**src/rtl/sound_latch_bridge.sv**
```systemverilog
// rtl/sound_latch_bridge.sv - 68K to Z80 sound command latch with NMI and audio bank register
//
// Purpose: carries sound commands from the 68K to the Z80 on Alpha68K boards.
//   The 68K writes a byte; the Z80 reads it on any I/O read and clears it with
//   a write to port 0x00/0x01. A registered active-low NMI gives the Z80 one
//   falling edge per command. Also holds the Z80 audio bank register
//   (port 0x0E/0x0F, D[4:0]) that selects the 0xC000 ROM window.
//
// Build option: define SOUND_LATCH_FIFO_EN to queue FIFO_DEPTH commands.
//   Without it a single register is used, a new write overwrites an unread
//   byte, and latch_overflow is tied low.
//
// Ports:
//   clk, reset_n        clock (rising edge), asynchronous active-low reset
//   m68k_latch_cs       68K latch write select (level, qualified with !AS/!RW)
//   m68k_lds_n          68K lower data strobe; write only when low
//   m68k_dout[7:0]      68K data bus
//   z80_latch_cs        Z80 I/O read, any port
//   z80_latch_clr_cs    Z80 I/O write to port 0x00/0x01
//   z80_bank_set_cs     Z80 I/O write to port 0x0E/0x0F
//   z80_dout[7:0]       Z80 data bus out
//   latch_dout[7:0]     command byte to the Z80 data-in mux
//   bank_out[4:0]       audio ROM bank (0xC000 window = bank_out * 16KB)
//   latch_pending       command available
//   latch_overflow      sticky: a write was dropped because the FIFO was full
//   z80_nmi_n           Z80 NMI, active low, registered
module sound_latch_bridge #(
   parameter int FIFO_DEPTH  = 4,
   parameter bit CLR_ON_READ = 1'b1
) (
   input  logic       clk,
   input  logic       reset_n,
   input  logic       m68k_latch_cs,
   input  logic       m68k_lds_n,
   input  logic [7:0] m68k_dout,
   input  logic       z80_latch_cs,
   input  logic       z80_latch_clr_cs,
   input  logic       z80_bank_set_cs,
   input  logic [7:0] z80_dout,
   output logic [7:0] latch_dout,
   output logic [4:0] bank_out,
   output logic       latch_pending,
   output logic       latch_overflow,
   output logic       z80_nmi_n
);

   if (FIFO_DEPTH < 2 || FIFO_DEPTH > 16 || (FIFO_DEPTH & (FIFO_DEPTH - 1)) != 0) begin : g_bad_depth
      $error("FIFO_DEPTH must be a power of 2 in 2..16");
   end

   // Selects are long levels; act once per bus cycle on the rising edge.
   logic m68k_cs_prev, rd_prev, clr_prev, bank_prev;
   logic wr_fire, rd_fire, clr_fire, bank_fire;

   always_ff @(posedge clk or negedge reset_n) begin
      if (!reset_n) begin
         m68k_cs_prev <= 1'b0;
         rd_prev      <= 1'b0;
         clr_prev     <= 1'b0;
         bank_prev    <= 1'b0;
      end else begin
         m68k_cs_prev <= m68k_latch_cs;
         rd_prev      <= z80_latch_cs;
         clr_prev     <= z80_latch_clr_cs;
         bank_prev    <= z80_bank_set_cs;
      end
   end

   // lds_n is sampled only on the select edge: a late strobe loses the write.
   assign wr_fire   = m68k_latch_cs & ~m68k_cs_prev & ~m68k_lds_n;
   assign rd_fire   = z80_latch_cs & ~rd_prev;
   assign clr_fire  = z80_latch_clr_cs & ~clr_prev;
   assign bank_fire = z80_bank_set_cs & ~bank_prev;

   always_ff @(posedge clk or negedge reset_n) begin
      if (!reset_n) begin
         bank_out <= 5'd0;
      end else if (bank_fire) begin
         bank_out <= z80_dout[4:0];
      end
   end

   logic unused_bank_bits;
   assign unused_bank_bits = &{1'b0, z80_dout[7:5]};

   logic       pending;
   logic       pending_next;
   logic       consume;
   logic       gap_q, gap_next;
   logic [7:0] dout_q, dout_next;
   logic       nmi_q;

`ifdef SOUND_LATCH_FIFO_EN
   localparam int AW    = $clog2(FIFO_DEPTH);
   localparam int PTR_W = AW + 1;

   logic [7:0]       mem [FIFO_DEPTH];
   logic [PTR_W-1:0] wr_ptr, rd_ptr;
   logic [PTR_W-1:0] rd_base, rd_next, wr_next;
   logic             full_after_rd, push, drop;
   logic             overflow_q;
   logic [7:0]       head_next;

   // Order within one clock: clear flushes, then a read frees a slot, then the write.
   always_comb begin
      rd_base       = clr_fire ? wr_ptr : rd_ptr;
      consume       = rd_fire & CLR_ON_READ & (rd_base != wr_ptr);
      rd_next       = rd_base + {{AW{1'b0}}, consume};
      full_after_rd = (wr_ptr - rd_next) == PTR_W'(FIFO_DEPTH);
      push          = wr_fire & ~full_after_rd;
      drop          = wr_fire & full_after_rd;
      wr_next       = wr_ptr + {{AW{1'b0}}, push};
      pending_next  = (wr_next != rd_next);
      // Slots can only coincide when the FIFO was empty, so the pushed byte is the head.
      if (push && (wr_ptr[AW-1:0] == rd_next[AW-1:0])) begin
         head_next = m68k_dout;
      end else begin
         head_next = mem[rd_next[AW-1:0]];
      end
      // An empty FIFO keeps showing the last consumed byte.
      if (pending_next) begin
         dout_next = head_next;
      end else if (clr_fire) begin
         dout_next = 8'h00;
      end else begin
         dout_next = dout_q;
      end
   end

   always_ff @(posedge clk or negedge reset_n) begin
      if (!reset_n) begin
         wr_ptr     <= '0;
         rd_ptr     <= '0;
         overflow_q <= 1'b0;
      end else begin
         wr_ptr     <= wr_next;
         rd_ptr     <= rd_next;
         overflow_q <= (overflow_q & ~clr_fire) | drop;
      end
   end

   always_ff @(posedge clk) begin
      if (push) begin
         mem[wr_ptr[AW-1:0]] <= m68k_dout;
      end
   end

   assign pending        = (wr_ptr != rd_ptr);
   assign latch_overflow = overflow_q;
`else
   logic pending_q;

   always_comb begin
      consume      = rd_fire & CLR_ON_READ & pending_q & ~clr_fire;
      pending_next = wr_fire | (pending_q & ~clr_fire & ~consume);
      if (wr_fire) begin
         dout_next = m68k_dout;
      end else if (clr_fire) begin
         dout_next = 8'h00;
      end else begin
         dout_next = dout_q;
      end
   end

   always_ff @(posedge clk or negedge reset_n) begin
      if (!reset_n) begin
         pending_q <= 1'b0;
      end else begin
         pending_q <= pending_next;
      end
   end

   assign pending        = pending_q;
   assign latch_overflow = 1'b0;
`endif

   // gap marks a consume that leaves another command waiting, so NMI deasserts
   // for one clock and the edge-triggered Z80 sees a fresh falling edge.
   assign gap_next = consume & pending_next;

   always_ff @(posedge clk or negedge reset_n) begin
      if (!reset_n) begin
         dout_q <= 8'h00;
         gap_q  <= 1'b0;
         nmi_q  <= 1'b1;
      end else begin
         dout_q <= dout_next;
         gap_q  <= gap_next;
         nmi_q  <= ~(pending & ~gap_q);
      end
   end

   assign latch_dout    = dout_q;
   assign latch_pending = pending;
   assign z80_nmi_n     = nmi_q;

endmodule

```
**config.mk**
```make
export PLATFORM = sky130hd
export DESIGN_NAME = sound_latch_bridge
export DESIGN_NICKNAME = d
export VERILOG_FILES = /design/src/rtl/sound_latch_bridge.sv
export SDC_FILE = /design/constraint.sdc
export NUM_CORES = 1
export LEC_CHECK = 0
export CORE_MARGIN = 2
export CORE_UTILIZATION = 42
export DETAILED_ROUTE_END_ITERATION = 10
export GPL_TIMING_DRIVEN = 0
export PLACE_DENSITY = 0.82
export SETUP_SLACK_MARGIN = 0.4
export SKIP_LAST_GASP = 1
export SYNTH_ARGS = -nofsm -noshare
export SYNTH_HDL_FRONTEND = slang
export SYNTH_SLANG_ARGS = --single-unit
```
**constraint.sdc**
```tcl
create_clock -name clk -period 1.9 [get_ports clk]
set_input_delay 0.285 -clock clk [delete_from_list [all_inputs] [get_ports clk]]
set_output_delay 0.285 -clock clk [all_outputs]
set_load 0.01 [all_outputs]
```
# Word level (Yosys, flattened, before mapping)
# Index checks and enable logic that the tools add are counted.
[totals]
ff_bits = 20
out_inout_bits = 16
wordCells = 33
[op_classes]
muxes = 2
n_bitwise = 21
reduce_logical = 1
[op_table]
columns = ["cell", "n"]
rows = [
  ["8-bit two-way mux", 2],
  ["1-bit bitwise AND", 11],
  ["1-bit inverter", 9],
  ["2-bit nonzero test", 1],
  ["1-bit bitwise OR", 1],
]

# Logic depth before layout (Yosys ltp)
# Gate-level depths: netlist of the first run.
[depth]
depth_word = 8
mapped_depth = 3
depth_no_buf = 2

# Worst setup path after synthesis of the first run
# Ideal clock, no wire load.
[synth_timing]
path_kind = "register -> register"
startpoint = "reg m68k_cs_prev"
endpoint = "reg dout_q[0] (netlist: latch_dout[0])"
arrival_time_ns = 1.122
t_required_ns = 1.805
setup_slack_ns = 0.682
path_stages_with_launch = 3
path_buffers = 0
path_cell_list = "dfrtp_1 -> or4bb_2 -> o31ai_1"
[synth_via]
elab_chain_cells = 4
[synth_rtl]
columns = ["item", "line", "source"]
rows = [
  ["start, declared", "52", "logic m68k_cs_prev, rd_prev, clr_prev, bank_prev;"],
  ["start signal, assigned", "62", "m68k_cs_prev <= m68k_latch_cs;"],
  ["1-bit inverter *", "70", "assign wr_fire = m68k_latch_cs & ~m68k_cs_prev & ~m68k_lds_n;"],
  ["1-bit bitwise AND * (2 in a row)", "70", ""],
  ["8-bit two-way mux or 2-bit nonzero test (tied branches)", "n/a", ""],
  ["end signal, assigned", "187", "dout_q <= dout_next;"],
  ["end, declared", "90", "logic [7:0] dout_q, dout_next;"],
]
# Mark *: on every way between the ends. The rest lies on a longest branch, timed or not.
# A chain may end at the register's enable or synchronous reset.

# Worst setup path after layout of the first run
[layout_timing]
startpoint = "reg bank_out[2]"
endpoint = "out bank_out[2]"
[layout_rtl]
columns = ["item", "line", "source"]
rows = [
  ["start, declared", "41", "output logic [4:0] bank_out,"],
  ["start signal, assigned", "79", "bank_out <= z80_dout[4:0];"],
]
# No word-level cell between the ends.

==> key figures, run 1 <==
Status
  • Status: finished, final reports clean

Setup path
  • R2R cell count: 2
  • CP max stage cell: clkdlybuf4s50_1
  • Crit-path max cell delay: 530 ps
  • CP Max Fanout: 2
  • Worst path bufs/invs: 1
  • Required time of the worst setup path: roughly 1600 ps
  • R2R Setup Slk: between 500 and 600 ps
  • Crit-path leading delay family: buffers and inverters
  • Type of destination of the critical path: output port
  • Crit path kind: reg -> out
  • CP Cell Sequence: clkdlybuf4s50_1
  • Crit start category: register
  • CP Depth: 1
  • Critical Path AT: 1170 ps

Floorplan
  • Site Rows: 16
  • Core footprint: 1922 um2
  • IO Pins: 39
  • Die width: 48.58 um
  • Initial Util: 43.42%
  • Die area: 2360 um2
  • Die height: approximately 50 um

Layout
  • Final nets: 124
  • Number of antenna diodes: 0
  • Most frequent cells in the layout: 21 x clkdlybuf4s50_1, 19 x dfrtp_1, 10 x dlymetal6s2s_1
  • Most common cell after layout, fill and taps aside: clkdlybuf4s50_1
  • Layout area overhead: 53.52%
  • Share of cells above drive strength 1: a little under a quarter

CTS
  • Root buf cell: clkbuf_4
  • Clk sinks: 20
  • CTS H-tree depth: 1
  • Clock buffer depth: 2
  • CTS tree: done
  • Worst-path clk slew: ~100 ps
  • Clk Latency, worst-skew pair: 290 ps
  • Post-CTS Hold Buffers: 0
  • Num CTS Buffers: 3

Power and ir drop
  • Max VDD drop: 0.3798 mV
  • P per Cell Area: roughly 700 nW/um2
  • Part of the power in registers: between 50% and 60%
  • Clock network fraction of total power: ~26%
  • Leak: between 0.6 and 0.7 nW
  • Comb pwr share: a little over a fifth
  • P_int: around 0.0007 W
  • Sw Ratio: 22.85%
  • Switching power: ~0.00021 W

Yosys
  • Post-synth top area cell: dfrtp_1
  • Syn avg cell area: about 14 um2
  • Post-synth top area share: 56.97%
  • Synth Register Bits: 20
  • Post-Synthesis Cells: 60
  • Mapped cell area: 834.6 um2
  • Cell variety after synth: 14
  • Synth top area cells: dfrtp_1 57%, or4bb_2 12%, o31ai_1 7.2%
  • Sequential area share after synthesis: 60.12%
  • Syn_nets: 83
  • Yosys warnings: 0

Timing
  • Final Hold Viols: 0
  • Fmax: between 0.6 and 0.7 GHz
  • Final setup fails: 0
  • RSZ-0062 raised after global routing: no
  • Final setup TNS: 0 ps
  • Tmin final: roughly 1500 ps
  • Final Cycle Share: between 70% and 80%
  • Slew margin rel.: 43.73%
  • Least-Margin Pin Slew: roughly 840 ps
  • Layout Skew: around 2.8 ps
  • Max Slew Vio Count: 0
  • Final worst slack: roughly 440 ps

Detailed routing
  • DR pass1 iterations: 4
  • Drt first-iter violations: 6
  • Vias: approximately 610
  • Vias/cell: just under 5
  • Final ANT Viol Nets: 0
  • Avg WL per Cell: approximately 13 um
  • Drt drc: 0
  • Routed wire length: 1609 um

Min path
  • HP Class: reg -> reg
  • Hold Crit Depth: 1

Place
  • I/O Buffers: 34
  • Pre-CTS setup slack: about 140 ps
  • GP Congestion: about 0.65

Job
  • MaxCap Viol Count: 0

Global routing
  • All-Layer GR Usage: 14.91%
  • Initial antenna violation count: 0
  • Largest net degree at the start of global routing: 21
  • Wire length of the first global-routing pass: 2711 um
  • GRT overflow: 0
  • Vias in the first global route: 634
[what timing repair did]
item                       CTS  global route
pin swaps                    0             0
buffers inserted             0             2
setup endpoints to repair    3            11
resized for setup            3            10
[per-layer routing]
metal / GRT usage [%] / wire (um)
met3: 4.938 / 123
met2: 25.46 / 762
met4: 7.143 / 23
met5: 0 / 0
met1: 16.80 / 699
[flip-flops by register name, indices dropped and copies added (netlist names)]
signal and flops:
bank_out 5, clr_prev 1, z80_nmi_n 1, rd_prev 1, m68k_cs_prev 1, bank_prev 1
gap_q 1, latch_pending 1, latch_dout 8
[final cells by class]
class / count / area (um2)
clock buffer: 4 / 36.28
buffer: 2 / 11.26
fill: 165 / 640.6
timing repair buffer: 36 / 376.6
sequential: 20 / 501.7
tap: 27 / 33.78
inverter: 8 / 30.03
multi-input combinational: 30 / 291.5
[final timing paths]
| path | startpoint | endpoint |
|---|---|---|
| setup / recovery | bank_out[2] | bank_out[2] |
| hold / removal | latch_pending | z80_nmi_n |
| setup reg to reg | m68k_cs_prev | latch_dout[3] |
| hold reg to reg | latch_pending | z80_nmi_n |
| max in group asynchronous | reset_n | bank_prev |
| min in group asynchronous | reset_n | bank_out[0] |
[kinds of logic (layout without fill, tap and decap cells)]
group	after synthesis	count (layout)	synth area share (%)
DFF	20	20	60.12
and+or+nand+nor	15	15	19.49
buffers and inverters	10	50	4.948
AOI/OAI and AO/OA	9	9	8.246
muxes	5	5	6.746
other	1	1	0.4493
[per-stage QoR]
stage                     power (W)  utilization [%]  std cells  instance area [um2]  hold slack [ps]
after global routing      0.0009640            66.67        127                 1281            450.7
after detailed placement  0.0006973            62.89        121                 1209            440.5
after CTS                 0.0009272            64.58        125                 1241            455.0
after global placement    0.0006919            62.89        121                 1209            417.9
after floorplan           0.0005652                -         60                834.6           -10.59
final                     0.0009112            66.67        127                 1281            457.6
[synthesized netlist by cell type, drive strengths merged]
master   n
mux2     5
nor2b    2
buf      1
nor3b    1
dfrtp   19
dfstp    1
or4bb    8
inv      8
and4bb   1
o31ai    8
conb     1
clkbuf   1
a31o     1
nand2b   3
[power by group through the flow]
stage          Sequential (W)  Combinational [W]  Clock (W)
4_1_cts              0.000487           0.000198   0.000242
3_3_place_gp         0.000494           0.000198          0
3_5_place_dp         0.000496           0.000202          0
6_report             0.000486           0.000192   0.000234
2_1_floorplan        0.000512          0.0000530          0
5_1_grt              0.000491           0.000208   0.000265
Power figures use the tool's default switching activity.
==> run 2: changes to the inputs <==
--- a/config.mk
+++ b/config.mk
@@ -6,10 +6,10 @@
 export NUM_CORES = 1
 export LEC_CHECK = 0
 export CORE_MARGIN = 2
-export CORE_UTILIZATION = 42
+export CORE_UTILIZATION = 39
 export DETAILED_ROUTE_END_ITERATION = 10
 export GPL_TIMING_DRIVEN = 0
-export PLACE_DENSITY = 0.82
+export PLACE_DENSITY = 0.77
 export SETUP_SLACK_MARGIN = 0.4
 export SKIP_LAST_GASP = 1
 export SYNTH_ARGS = -nofsm -noshare
==> constraint.sdc (replaced) <==
create_clock -name clk -period 1.47 [get_ports clk]
set_input_delay 0.2205 -clock clk [delete_from_list [all_inputs] [get_ports clk]]
set_output_delay 0.2205 -clock clk [all_outputs]
set_load 0.01 [all_outputs]
==> key figures, run 2 (synthesis gave the netlist of run 1 again) <==
Floorplan
  • Die height: 50.26 um (+3.5%)
  • Die width: 50.26 um (+3.5%)
  • Initial Util: 42.11% (-1.3 points)
  • Site Rows: 16 (unchanged)
  • IO Pins: 39 (unchanged)
  • Core footprint: 1982 um2 (+3.1%)
  • Die area: 2526 um2 (+7.1%)

Detailed routing
  • DR pass1 iterations: 2 (-2)
  • Drt drc: 0 (unchanged)
  • Vias/cell: 4.627 (-4.0%)
  • Met3 routed wirelength: 133 um (+8.1%)
  • Vias: 620 (+1.3%)
  • Metal-1 WL: 792 um (+13%)
  • DR top layer: met3
  • Routed wire length: 1791 um (+11%)
  • Avg WL per Cell: 13.37 um (+5.5%)
  • Wire length on met2: 864 um (+13%)
  • Final ANT Viol Nets: 0 (unchanged)
  • Drt first-iter violations: 3 (-3)

Timing
  • Final setup TNS: 0 ps (unchanged)
  • Tmin final: about 1200 ps
  • Final setup fails: 0 (unchanged)
  • RSZ-0062 raised after global routing: yes
  • Least-Margin Pin Slew: 857.6 ps (+16.12 ps)
  • Slew margin rel.: 42.73% (-0.99 points)
  • Final worst slack: 279.1 ps (-161.1 ps)
  • Final Hold Viols: 0 (unchanged)
  • Max Slew Vio Count: 0 (unchanged)
  • Fmax: ~0.84 GHz
  • Layout Skew: 2.647 ps (-0.1819 ps)
  • Hold slack: 5.087 ps (-452.5 ps)
  • Final Cycle Share: roughly four fifths

CTS
  • CTS tree: done
  • CTS H-tree depth: 1 (unchanged)
  • Clk sinks: 20 (unchanged)
  • Post-CTS Hold Buffers: 0 (unchanged)
  • Clk Latency, worst-skew pair: 300 ps (about the same)
  • Num CTS Buffers: 3 (unchanged)
  • Clock buffer depth: 2 (unchanged)
  • Worst-path clk slew: 120 ps (+20 ps)
  • Root buf cell: clkbuf_4

Setup path
  • Crit start category: register
  • CP Max Fanout: 9 (+7)
  • R2R Setup Slk: 280 ps (-290 ps)
  • Critical Path AT: 1410 ps (+240 ps)
  • Crit path kind: reg -> reg
  • Type of destination of the critical path: register
  • Required time of the worst setup path: 1690 ps (+70 ps)

Place
  • GP Congestion: 0.6884 (+5.4%)
  • Pre-CTS setup slack: -169.8 ps (-313.9 ps)
  • I/O Buffers: 34 (unchanged)
  • Placed cell area: 1232 um2 (+2.0%)
  • DP Wirelength: ~1100 um

Layout
  • Max reg flops: 8 (unchanged)
  • Layout area overhead: 58.17%
  • Number of antenna diodes: 0 (unchanged)
  • Fin util: 66.60% (about the same)
  • Share of cells above drive strength 1: 45.79% (+22 points)
  • Final instance area: 1320 um2 (+3.0%)
  • Most frequent cells in the layout: 18 x dfrtp_1, 15 x clkdlybuf4s50_1, 12 x buf_2, 10 x buf_4
  • Fillers: 154 (-6.7%)
  • Final nets: 131 (+5.6%)
  • Most common cell after layout, fill and taps aside: dfrtp_1

Min path
  • HP Class: in -> async

Global routing
  • Wire length of the first global-routing pass: 2842 um (+4.8%)
  • All-Layer GR Usage: 15.30% (+0.39 points)
  • Largest net degree at the start of global routing: 21 (unchanged)
  • Initial antenna violation count: 0 (unchanged)
  • GRT overflow: 0 (unchanged)
  • Vias in the first global route: 633 (-0.16%)

Status
  • Status: finished, final reports clean

Power and ir drop
  • Max VDD drop: 0.7230 mV (+90%)
  • Leak: 0.6387 nW (-5.4%)
  • P per Cell Area: 1033 nW/um2 (+45%)

Job
  • MaxCap Viol Count: 0 (unchanged)
## run 2: cell types whose count changed in the layout (fill, tap and decap cells not counted), sizes merged
cell           previous run  this run
dlymetal6s2s             10         1
bufinv                    0         1
clkbuf                    5         4
clkdlybuf4s50            21        15
buf                       3        25
## run 2: cell type report
class / count / area [um2] / share of cell area, %
flip-flops and latches: 20 / 503.0 / 38.10
repair buffers: 43 / 350.3 / 26.54
multi-input cells: 30 / 337.8 / 25.59
well taps: 27 / 33.78 / 2.559
clock inverters: 1 / 30.03 / 2.275
inverters: 8 / 30.03 / 2.275
clock buffers: 3 / 22.52 / 1.706
plain buffers: 2 / 12.51 / 0.9479
## run 2: worst max-delay path: stages, from the launching register on
cell,delay [ps]
dfrtp_2,500
or4bb_4,530
o31ai_1,80
## run 2: power breakdown
group / internal [W] / total [W] / leakage, nW / switching, W
Clock: 0.000275 / 0.000451 / 0.0279 / 0.000176
Combinational: 0.000174 / 0.000280 / 0.363 / 0.000106
Sequential: 0.000603 / 0.000633 / 0.248 / 0.0000295
Total: 0.00105 / 0.00136 / 0.639 / 0.000311
## run 2: metrics by stage
step / power (W) / instances
after floorplan: 0.0007375 / 60
final: 0.001364 / 134
after CTS: 0.001334 / 129
after detailed placement: 0.0009089 / 121
after global routing: 0.001421 / 134
after global placement: 0.0009031 / 121
## run 2: worst paths after layout
kind                            cells past startpoint            end            start
worst min register to register                      1      z80_nmi_n            gap_q
worst max register to register                      2  latch_dout[5]     m68k_cs_prev
max in group asynchronous                           1   m68k_cs_prev          reset_n
min in group clk                                    1      bank_prev  z80_bank_set_cs
worst max-delay path                                2  latch_dout[5]     m68k_cs_prev
worst min-delay path                                1      bank_prev          reset_n
## run 2: timing repair
action                                  CTS  global route
endpoints found under the setup margin   30            49
buffers inserted                          4             5
gates resized for setup                  70             4
pin swaps                                 1             0
## run 2: layer usage
metal / up-vias / global-route usage [%]
met5: - / 0
met4: 0 / 6.944
met3: 0 / 2.083
met2: 29 / 25.88
met1: 286 / 19.34
li1: 305 / -
==> run 3: changes to the inputs <==
==> constraint.sdc (replaced) <==
create_clock -name clk -period 1.2 [get_ports clk]
set_input_delay 0.18 -clock clk [delete_from_list [all_inputs] [get_ports clk]]
set_output_delay 0.18 -clock clk [all_outputs]
set_load 0.01 [all_outputs]
==> key figures, run 3 (synthesis gave the netlist of run 1 again) <==
CTS
  • Root buf cell: clkbuf_4
  • Worst-path clk slew: 110 ps (about the same)
  • Clk Latency, worst-skew pair: 290 ps (about the same)
  • Clock buffer depth: 2 (unchanged)
  • Post-CTS Hold Buffers: 0 (unchanged)
  • CTS H-tree depth: 1 (unchanged)
  • CTS tree: done
  • Num CTS Buffers: 3 (unchanged)
  • Clk sinks: 20 (unchanged)

Timing
  • Max Slew Vio Count: 0 (unchanged)
  • Fmax: 0.8426 GHz (+0.34%)
  • Final Hold Viols: 19 (+19)
  • Final setup TNS: 0 ps (unchanged)
  • Layout Skew: 9.676 ps (+7.029 ps)
  • Final Cycle Share: 98.91% (+18 points)
  • RSZ-0062 raised after global routing: yes
  • Final worst slack: 13.13 ps (-265.9 ps)
  • Hold slack: -181.4 ps (-186.5 ps)
  • Tmin final: 1187 ps (-4.068 ps)
  • Final setup fails: 0 (unchanged)

Floorplan
  • Die height: 50.26 um (unchanged)
  • Die width: 50.26 um (unchanged)
  • Site Rows: 16 (unchanged)
  • IO Pins: 39 (unchanged)
  • Initial Util: 42.11% (unchanged)
  • Die area: 2526 um2 (unchanged)
  • Core footprint: 1982 um2 (unchanged)

Setup path
  • R2R cell count: 2 (unchanged)
  • Worst reg2reg endpoint: latch_dout[2]
  • R2R Setup Slk: 10 ps (-270 ps)
  • Required time of the worst setup path: 1390 ps (-300 ps)
  • Crit start category: register
  • Critical Path AT: 1380 ps (-30 ps)
  • Reg2reg start: m68k_cs_prev
  • Crit path kind: reg -> reg
  • Type of destination of the critical path: register
  • CP Max Fanout: 9 (unchanged)

Layout
  • Final nets: 132 (+0.76%)
  • Number of antenna diodes: 0 (unchanged)
  • Most frequent cells in the layout: 18 x dfrtp_1, 16 x clkdlybuf4s50_1, 12 x buf_2, 11 x buf_4
  • Share of cells above drive strength 1: 47.22% (+1.4 points)
  • Max reg flops: 8 (unchanged)
  • Layout area overhead: 56.52%
  • Most common cell after layout, fill and taps aside: dfrtp_1

Detailed routing
  • Vias/cell: 4.652 (+0.54%)
  • Routed wire length: 1669 um (-6.8%)
  • Final ANT Viol Nets: 0 (unchanged)
  • Avg WL per Cell: 12.36 um (-7.5%)
  • Drt drc: 0 (unchanged)
  • DR pass1 iterations: 4 (+2)
  • DR top layer: met3
  • Wire length on met2: 754 um (-13%)
  • Vias: 628 (+1.3%)
  • Met3 routed wirelength: 136 um (+2.3%)
  • Metal-1 WL: 778 um (-1.8%)
  • Drt first-iter violations: 3 (unchanged)

Power and ir drop
  • P_int: 0.001094 W (+3.9%)
  • Switching power: 0.0003466 W (+11%)
  • Comb pwr share: 24.6% (+4.1 points)
  • Leak: 0.6244 nW (-2.2%)
  • Max VDD drop: 0.6863 mV (-5.1%)
  • Sw Ratio: 24.06% (+1.3 points)
  • Clock network fraction of total power: 21.6% (-12 points)
  • Part of the power in registers: 53.8% (+7.4 points)
  • P per Cell Area: 1103 nW/um2 (+6.7%)

Global routing
  • Wire length of the first global-routing pass: 2932 um (+3.2%)
  • Vias in the first global route: 677 (+7.0%)
  • Largest net degree at the start of global routing: 21 (unchanged)
  • Initial antenna violation count: 0 (unchanged)
  • All-Layer GR Usage: 15.08% (-0.22 points)
  • GRT overflow: 0 (unchanged)

Place
  • I/O Buffers: 34 (unchanged)
  • Pre-CTS setup slack: -404.2 ps (-234.4 ps)
  • DP Wirelength: 1192 um (+4.8%)
  • GP Congestion: 0.6202 (-9.9%)

Job
  • MaxCap Viol Count: 0 (unchanged)

Status
  • Failing checks: negative hold slack
  • Status: finished with violations

Min path
  • HP Class: in -> async
run 3: changes by cell type in the layout (fill, tap and decap cells not counted), sizes merged:
cell	before	now
clkbuf	4	6
buf	25	26
bufinv	1	0
clkdlybuf4s50	15	16
dlygate4sd2	3	2
dlymetal6s2s	1	0
run 3: repair_timing:
item	4_1_cts	5_1_grt
endpoints found under the hold margin	0	19
resized for setup	67	5
setup endpoints to repair	50	31
buffers inserted	6	4
cloned	0	0
pin swaps	1	0
run 3: worst max path at each step:
| stage | start | to | slack [ps] |
|---|---|---|---|
| 6_report | m68k_cs_prev | latch_dout[2] | 10 |
| 3_3_place_gp | m68k_lds_n | gap_q | -390 |
| 2_1_floorplan | m68k_cs_prev | latch_dout[0] | 90 |
| 3_5_place_dp | m68k_lds_n | gap_q | -400 |
| 4_1_cts | m68k_cs_prev | latch_dout[2] | 7 |
| 5_1_grt | m68k_cs_prev | latch_dout[2] | -20 |
run 3: critical path, cell delays in order (launching register included):
cell and delay [ps]:
dfrtp_2 500, or4bb_4 530, o31ai_1 80
run 3: power by group through the flow:
stage | clock network, W | registers [W] | logic, W
finish | 0.000312 | 0.000775 | 0.000354
global route | 0.000350 | 0.000785 | 0.000386
CTS | 0.000324 | 0.000772 | 0.000325
floorplan | 0 | 0.000814 | 0.000108
global placement | 0 | 0.000785 | 0.000341
detailed placement | 0 | 0.000788 | 0.000344
run 3: routing by layer:
| metal | GRT usage, % | up-vias |
|---|---|---|
| met3 | 2.381 | 0 |
| met5 | 0 | - |
| met4 | 5.556 | 0 |
| li1 | - | 310 |
| met2 | 23.68 | 32 |
| met1 | 20.97 | 286 |
run 3: stage by stage:
step	instances	power, W	cell area [um2]	hold slack (ps)	util (%)
4_1_cts	131	0.001421	1261	116.9	63.64
3_5_place_dp	121	0.001133	1256	424.6	63.38
2_1_floorplan	60	0.0009220	882.1	-115.6	-
3_3_place_gp	121	0.001126	1256	416.1	63.38
5_1_grt	135	0.001520	1306	-150.5	65.91
6_report	135	0.001440	1306	-181.4	65.91
run 3: layout make-up:
cell class	instances	area, um2
fillers	156	675.6
flip-flops and latches	20	503.0
repair buffers	44	351.6
multi-input cells	30	340.3
well taps	27	33.78
inverters	8	30.03
clock buffers	4	26.28
plain buffers	2	21.27
